**config.mk**
```make
export PLATFORM = sky130hd
export DESIGN_NAME = apb_modport
export DESIGN_NICKNAME = d
export VERILOG_FILES = /design/src/rtl/apb_modport.sv
export SDC_FILE = /design/constraint.sdc
export NUM_CORES = 1
export LEC_CHECK = 0
export ABC_AREA = 1
export BUFFER_PORTS_ARGS = -buffer_cell sky130_fd_sc_hd__buf_2
export CAP_MARGIN = 15
export CORE_UTILIZATION = 35
export CTS_CLUSTER_DIAMETER = 200
export DETAILED_ROUTE_END_ITERATION = 10
export PLACE_DENSITY = 0.56
export SYNTH_ARGS = -nofsm -noshare
export SYNTH_HDL_FRONTEND = slang
export SYNTH_SLANG_ARGS = --single-unit
```
**constraint.sdc**
```tcl
create_clock -name PCLK -period 2.4 [get_ports PCLK]
set_input_delay 0.48 -clock PCLK [delete_from_list [all_inputs] [get_ports PCLK]]
set_output_delay 0.48 -clock PCLK [all_outputs]
set_load 0.05 [all_outputs]
```
**src/rtl/apb_modport.sv**
```systemverilog
// APB3/APB4 completer register bank. Word 0 is a read-only ID and the upper half is privileged.
// Each access takes a fixed number of wait states. PRDATA, PREADY and PSLVERR are registered.
module apb_modport #(
    parameter int unsigned       ADDR_W      = 32,
    parameter int unsigned       DATA_W      = 32,
    parameter int unsigned       NUM_REGS    = 16,
    parameter int unsigned       WAIT_STATES = 0,
    parameter bit                APB4        = 1'b1,
    parameter logic [DATA_W-1:0] ID_VALUE    = DATA_W'(32'hA9B0_0001)
) (
    input  logic                  PCLK,
    input  logic                  PRESET,
    input  logic                  PSEL,
    input  logic                  PENABLE,
    input  logic                  PWRITE,
    input  logic [ADDR_W-1:0]     PADDR,
    input  logic [DATA_W-1:0]     PWDATA,
    input  logic [DATA_W/8-1:0]   PSTRB,
    input  logic [2:0]            PPROT,
    output logic [DATA_W-1:0]     PRDATA,
    output logic                  PREADY,
    output logic                  PSLVERR
);

    localparam int unsigned STRB_W = DATA_W / 8;
    localparam int unsigned OFS    = $clog2(STRB_W);
    localparam int unsigned IDX_W  = $clog2(NUM_REGS);
    localparam int unsigned CNT_W  = 4;

    typedef enum logic {
        IDLE   = 1'b0,
        ACCESS = 1'b1
    } state_t;

    state_t              state_q, state_d;
    logic [CNT_W-1:0]    cnt_q, cnt_d;
    logic                pready_q, pready_d;
    logic                pslverr_q, pslverr_d;
    logic [DATA_W-1:0]   prdata_q, prdata_d;

    logic [ADDR_W-1:0]   addr_q;
    logic                write_q;
    logic [DATA_W-1:0]   wdata_q;
    logic [STRB_W-1:0]   strb_q;
    logic                priv_q;
    logic [DATA_W-1:0]   mem_q [NUM_REGS];

    logic                latch_c;
    logic                commit_c;
    logic                ready_now_c;
    logic [ADDR_W-1:0]   cur_addr_c;
    logic                cur_write_c;
    logic                cur_priv_c;
    logic [IDX_W-1:0]    cur_idx_c;
    logic                err_c;
    logic [DATA_W-1:0]   rdata_c;
    logic [IDX_W-1:0]    idx_q_c;
    logic [STRB_W-1:0]   wmask_c;
    logic                unused_prot;

    assign unused_prot = ^PPROT[2:1];

    // In IDLE the live bus is decoded so a zero-wait access can respond on its setup edge.
    always_comb begin
        cur_addr_c  = (state_q == IDLE) ? PADDR   : addr_q;
        cur_write_c = (state_q == IDLE) ? PWRITE  : write_q;
        cur_priv_c  = (state_q == IDLE) ? PPROT[0] : priv_q;
        cur_idx_c   = IDX_W'(cur_addr_c >> OFS);
        err_c       = ((cur_addr_c & ADDR_W'(STRB_W - 1)) != '0)
                   || ((cur_addr_c >> (OFS + IDX_W)) != '0)
                   || (cur_write_c && (cur_idx_c == '0))
                   || (APB4 && !cur_priv_c && (cur_idx_c >= IDX_W'(NUM_REGS / 2)));
        rdata_c     = (cur_idx_c == '0) ? ID_VALUE : mem_q[cur_idx_c];
        idx_q_c     = IDX_W'(addr_q >> OFS);
        wmask_c     = APB4 ? strb_q : '1;
    end

    // Next-state and registered-output logic.
    always_comb begin
        state_d     = state_q;
        cnt_d       = cnt_q;
        pready_d    = pready_q;
        pslverr_d   = pslverr_q;
        prdata_d    = prdata_q;
        latch_c     = 1'b0;
        commit_c    = 1'b0;
        ready_now_c = 1'b0;

        case (state_q)
            IDLE: begin
                if (PSEL && !PENABLE) begin
                    state_d     = ACCESS;
                    latch_c     = 1'b1;
                    cnt_d       = CNT_W'(WAIT_STATES);
                    pready_d    = 1'b0;
                    pslverr_d   = 1'b0;
                    ready_now_c = (WAIT_STATES == 0);
                end
            end
            ACCESS: begin
                if (!PSEL) begin
                    state_d   = IDLE;
                    pready_d  = 1'b0;
                    pslverr_d = 1'b0;
                end else if (PENABLE && pready_q) begin
                    state_d   = IDLE;
                    pready_d  = 1'b0;
                    pslverr_d = 1'b0;
                    commit_c  = write_q && !pslverr_q;
                end else if (cnt_q != '0) begin
                    cnt_d       = cnt_q - CNT_W'(1);
                    ready_now_c = (cnt_q == CNT_W'(1));
                end
            end
            default: state_d = IDLE;
        endcase

        if (ready_now_c) begin
            pready_d  = 1'b1;
            pslverr_d = err_c;
            if (!cur_write_c) begin
                prdata_d = err_c ? '0 : rdata_c;
            end
        end
    end

    // Control, output and request-capture registers.
    always_ff @(posedge PCLK) begin
        if (PRESET) begin
            state_q   <= IDLE;
            cnt_q     <= '0;
            pready_q  <= 1'b0;
            pslverr_q <= 1'b0;
            prdata_q  <= '0;
            addr_q    <= '0;
            write_q   <= 1'b0;
            wdata_q   <= '0;
            strb_q    <= '0;
            priv_q    <= 1'b0;
        end else begin
            state_q   <= state_d;
            cnt_q     <= cnt_d;
            pready_q  <= pready_d;
            pslverr_q <= pslverr_d;
            prdata_q  <= prdata_d;
            if (latch_c) begin
                addr_q  <= PADDR;
                write_q <= PWRITE;
                wdata_q <= PWDATA;
                strb_q  <= PSTRB;
                priv_q  <= PPROT[0];
            end
        end
    end

    // Register storage. It is written only on an error-free write completion.
    always_ff @(posedge PCLK) begin
        if (PRESET) begin
            for (int i = 0; i < NUM_REGS; i++) begin
                mem_q[i] <= '0;
            end
        end else if (commit_c) begin
            for (int b = 0; b < STRB_W; b++) begin
                if (wmask_c[b]) begin
                    mem_q[idx_q_c][8*b +: 8] <= wdata_q[8*b +: 8];
                end
            end
        end
    end

    assign PRDATA  = prdata_q;
    assign PREADY  = pready_q;
    assign PSLVERR = pslverr_q;

endmodule

```
### After elaboration in Yosys (flattened, before gate mapping)

Memory sizes are Yosys's and may differ from the RTL's.
Index checks and enable logic that the tools add are counted.

| word-level totals | value |
|---|---|
| flip-flop bits (word level) | 109 |
| RAM bits | 512 |
| input port bits | 76 |
| output and inout bits | 34 |
| logic and storage cells | 90 |
| memories kept | 1 |

Memory list:

| memory | words | bits a word | rd ports | clocked after memory_dff | write ports | line | RTL |
|---|---|---|---|---|---|---|---|
| mem_q | 16 | 32 | 1 | 0 | 16 | 46 | `logic [DATA_W-1:0] mem_q [NUM_REGS];` |

| operators by class | value |
|---|---|
| add/sub/neg operators | 1 |
| magnitude comparators | 1 |
| eq/ne operators | 7 |
| mux-type cells | 49 |
| bitwise logic cells | 2 |
| reductions and logical operators | 19 |

Operators by type and width:

| kind | count |
|---|---|
| 2-to-1 mux 32 bit | 4 |
| nonzero test 32 bit | 2 |
| 2-to-1 mux 1 bit | 35 |
| OR reduction 32 bit | 1 |
| 2-to-1 mux 4 bit | 6 |
| case mux 4 bit (2 select lines) | 1 |
| case mux 1 bit (2 select lines) | 3 |
| logical AND 1 bit | 5 |
| equality test 4 x 1 -> 1 bit (second input constant) | 1 |
| greater-or-equal comparator 4 bit (second input constant) | 1 |
| zero test 4 bit | 1 |
| != test 2 x 1 -> 1 bit (second input constant) | 2 |
| != test 2 bit (second input constant) | 2 |
| != test 4 x 2 -> 1 bit (second input constant) | 1 |
| AND reduction 2 bit | 2 |
| AND reduction 4 bit | 1 |
| nonzero test 4 bit | 1 |
| subtractor 4 x 1 -> 4 bit (second input constant) | 1 |
| zero test 1 bit | 3 |
| logical OR 1 bit | 3 |
| != test 3 x 2 -> 1 bit (second input constant) | 1 |
| NOT 1 bit | 2 |

### Depth between registers and ports, before layout

| depth | value |
|---|---|
| word-level depth | 10 |
| mapped depth | 14 |
| mapped depth without buffers | 11 |

### Worst setup path after synthesis

Ideal clock, no wire load.

| path | value |
|---|---|
| path type | flip-flop to flip-flop |
| start point | reg pready_q, in the netlist PREADY |
| end point | mem mem_q[8][0], enable pin |
| setup time | 0.329 ns |
| arrival time | 1.873 ns |
| required time | 2.071 ns |
| setup slack | 0.198 ns |
| cell stages (with the launch flop) | 8 |
| path buffers | 1 |
| period minus slack after synthesis | 2.202 ns |
| cells stage by stage | dfxtp_1 > nand2_1 > inv_1 > nand3_2 > nor3_4 > buf_4 > nand2_2 > nand2_1 |

RTL lines:

| element | line | RTL |
|---|---|---|
| start, declared | 37 | `logic pready_q, pready_d;` |
| start signal, assigned | 143 | `pready_q <= pready_d;` |
| end, declared | 46 |  |

==> results.yml <==
sta:
  finalSetupViolations: 0
  rsz0062_at_grt: "false"
  final-hold-violation-count: 0
  timing.fmax_mhz: 459
  slew_headroom_pct: 45.7
  period_share_pct: 90.9
  finalWorstSetupSlack_ps: 220
  layout_min_cycle_time_ps: 2180
  max_slew.worst_pin.slew_ps: 810
  finalClockSkew_ps: 30.5
  finalMaxSlewViolations: 0
  fin_tns_setup_ps: 0
clocking:
  cts_buffer_depth: 3
  clk_latency_ps: 610
  h-tree-depth: 3
  tritoncts: "yes"
  cts_hold_buf: 0
  cts_resized: 0
  clock-sinks: 614
  root_buffer: "clkbuf_16"
  post_cts_buffers: 0
  clk_pin_slew_ps: 60
  cts_buffers: 67
synth:
  syn-cell-area_sq_um: 27400
  synth-seq-area-share_pct: 63.3
  synthCells: 2998
  synth_area_leaders: "edfxtp_1 (55%), nand2_1 (12%), dfxtp_1 (8.0%), nor2_1 (7.9%), nand3_1 (6.9%)"
  yosysTopAreaCellShare_pct: 55.4
  avgSynthCellArea_sq_um: 9.13
  syn-num-nets: 3077
  synthTopCellsByCount: "nand2_1 (885), nor2_1 (573), edfxtp_1 (505)"
  ys_ff_latch: 614
  synth_cell_types: 29
  synth-async-reset-ratio_pct: 0
  ys.flop_type: "edfxtp_1"
  yosys_warnings: 0
  synth.most_common_cell: "nand2_1"
  yosysTopAreaCell: "edfxtp_1"
  synth_edf_count: 505
die:
  coreArea_sq_um: 77500
  core.rowCount: 102
  ios: 110
  dieWidth_um: 282
  die_area_sq_um: 79400
  initial_core_util_pct: 35.3
  die_y_um: 282
grt:
  grt_start_max_net_pins: 112
  grt_usage_pct: 20.1
  grt_pass1_vias: 20500
  grt_pass1_wl_mm: 121
  antenna_found_initial: 0
  grt-ovfl-total: 0
pwr:
  p_clk_share_pct: 41.3
  p_leak_nw: 12.9
  p_per_area_nw_per_um2: 750
  comb_power_share_pct: 10.7
  p_sw_mw: 6.05
  p_seq_share_pct: 48.0
  power.internal_mw: 18.9
  ir_drop_mv: 0.491
  p_sw_share_pct: 24.3
route:
  dr.first_iter.drc_count: 1705
  ant_nets: 0
  remaining_drc_errors: 0
  via_per_inst: 4.90
  drt_first_pass_iters: 5
  num_vias: 21200
  met3WireLength_mm: 4.15
  route.top_layer_used: "met4"
  wl_per_cell_um: 18.2
  m1WireLength_mm: 34.3
  wl_met2_mm: 38.5
  wirelength_mm: 78.8
critical_path:
  worstSetupPathType: "reg2reg"
  timing.rr.start: "state_q$_SDFF_PP0_"
  cp_slowest_stage_delay_ps: 360
  cp-startpoint: "state_q$_SDFF_PP0_"
  startpoint_type: "flop"
  worst_path_max_delay_cell: "dfxtp_1"
  worstPathMaxFanout: 16
  cp_data_required_time_ps: 2640
  critPathCaptureType: "flop"
  crit_chain: "buf_4, nand2_4, nor2_1, nand3_2, nor3_4, buf_12, nand2_2, nand2_1"
  worstPathArrival_ps: 2420
placed_design:
  gp_congestion: 0.806
  pre_cts_ws_ps: 149
  numPortBuffers: 107
  hpwl_mm: 52.3
layout:
  final_nets: 3315
  fin_util_pct: 42.9
  diodes: 0
  area_growth_pct: 21.4
  drive_gt1_share_pct: 15.3
  fill_cells: 7604
hold_path:
  hp-class: "in2reg"
  min_from: "PADDR[20]"
status:
  outcome: "finished, final reports clean"
run:
  max-cap-violations: 0
-- sequential cells by signal, indices dropped and copies added (netlist names) --
register	count
mem_q	505
PRDATA	32
addr_q	32
wdata_q	32
cnt_q	4
strb_q	4
PREADY	1
PSLVERR	1
priv_q	1
state_q	1
write_q	1
-- cell type report --
class,count,area (sq um),area share (%)
inverters,140,528,1.59
well taps,1040,1300,3.92
clock buffers,102,1980,5.97
flip-flops and latches,614,17300,52.2
repair buffers,342,3090,9.30
multi-input cells,2071,8770,26.4
clock inverters,20,206,0.621
-- through the flow --
step           hold slack [ps]  area, sq um  std cells  power, mW
5_1_grt                    139        33200       4329       25.8
2_1_floorplan              429        27400       2998       13.7
4_1_cts                    110        33200       4329       25.1
3_3_place_gp               429        31000       4207       14.9
6_report                   143        33200       4329       24.9
3_5_place_dp               432        31000       4207       14.9
-- power groups by stage --
stage,Combinational (mW),Clock (mW),Sequential (mW)
after floorplan,1.50,0,12.2
after global placement,2.68,0,12.2
after detailed placement,2.69,0,12.2
after CTS,2.70,10.5,12.0
after global routing,2.93,10.8,12.0
final,2.67,10.3,12.0
-- cells in the final DEF (no fill, tap or decap) --
cell,synthesis,final
a211oi_1,1,1
a21oi_1,117,117
buf_12,0,63
buf_2,68,106
buf_4,11,173
bufinv_16,0,4
clkbuf_1,84,23
clkbuf_16,0,72
clkbuf_8,0,7
clkinv_1,34,37
clkinv_2,0,10
clkinv_4,0,1
clkinvlp_4,0,1
dfxtp_1,109,109
edfxtp_1,505,505
ha_1,3,3
inv_1,104,103
inv_2,2,2
inv_4,0,1
inv_6,0,1
nand2_1,885,880
nand2_2,44,45
nand2_4,1,3
nand2_8,0,2
nand3_1,379,379
nand3_2,1,1
nand3b_1,1,1
nor2_1,573,572
nor2_2,2,3
nor2_4,3,3
nor3_1,4,4
nor3_4,4,4
nor3b_1,1,1
o211ai_1,2,2
o21ai_0,48,48
o21ai_4,0,1
o22ai_1,1,1
-- metal layers --
layer  vias to the layer above  track usage, %
li1                      10400               -
met1                     10200            26.7
met2                       513            33.8
met3                        94            2.59
met4                         0            6.45
met5                         -               0
-- path summary, 6_finish.rpt --
kind / to / slack (ps) / cells after the start
worst min register to register: wdata_q[3]$_SDFFE_PP0P_ / 440 / 2
worst max register to register: mem_q[15][31]$_SDFFCE_PN0P_ / 220 / 8
worst min-delay path: addr_q[20]$_SDFFE_PP0P_ / 140 / 3
worst max-delay path: mem_q[15][31]$_SDFFCE_PN0P_ / 220 / 8
-- worst max-delay path: cells and delay by family, from the launching register on --
family / cells / cell delay, ps
buf+inv: 2 / 440
flops: 1 / 360
simple gates: 6 / 1040
-- logic make-up (layout without fill, tap and decap cells) --
kind of cell             after synthesis  in the layout  share of synthesized area (%)
flip-flops                           614            614                           63.3
AND/OR/NAND/NOR                     1898           1898                           28.5
buffers and inverters                313            604                           4.83
AO/OA/AOI/OAI                        170            170                           3.15
adder cells (fa/ha/maj)                3              3                          0.137
No activity file was read; power rests on OpenSTA's default activity.
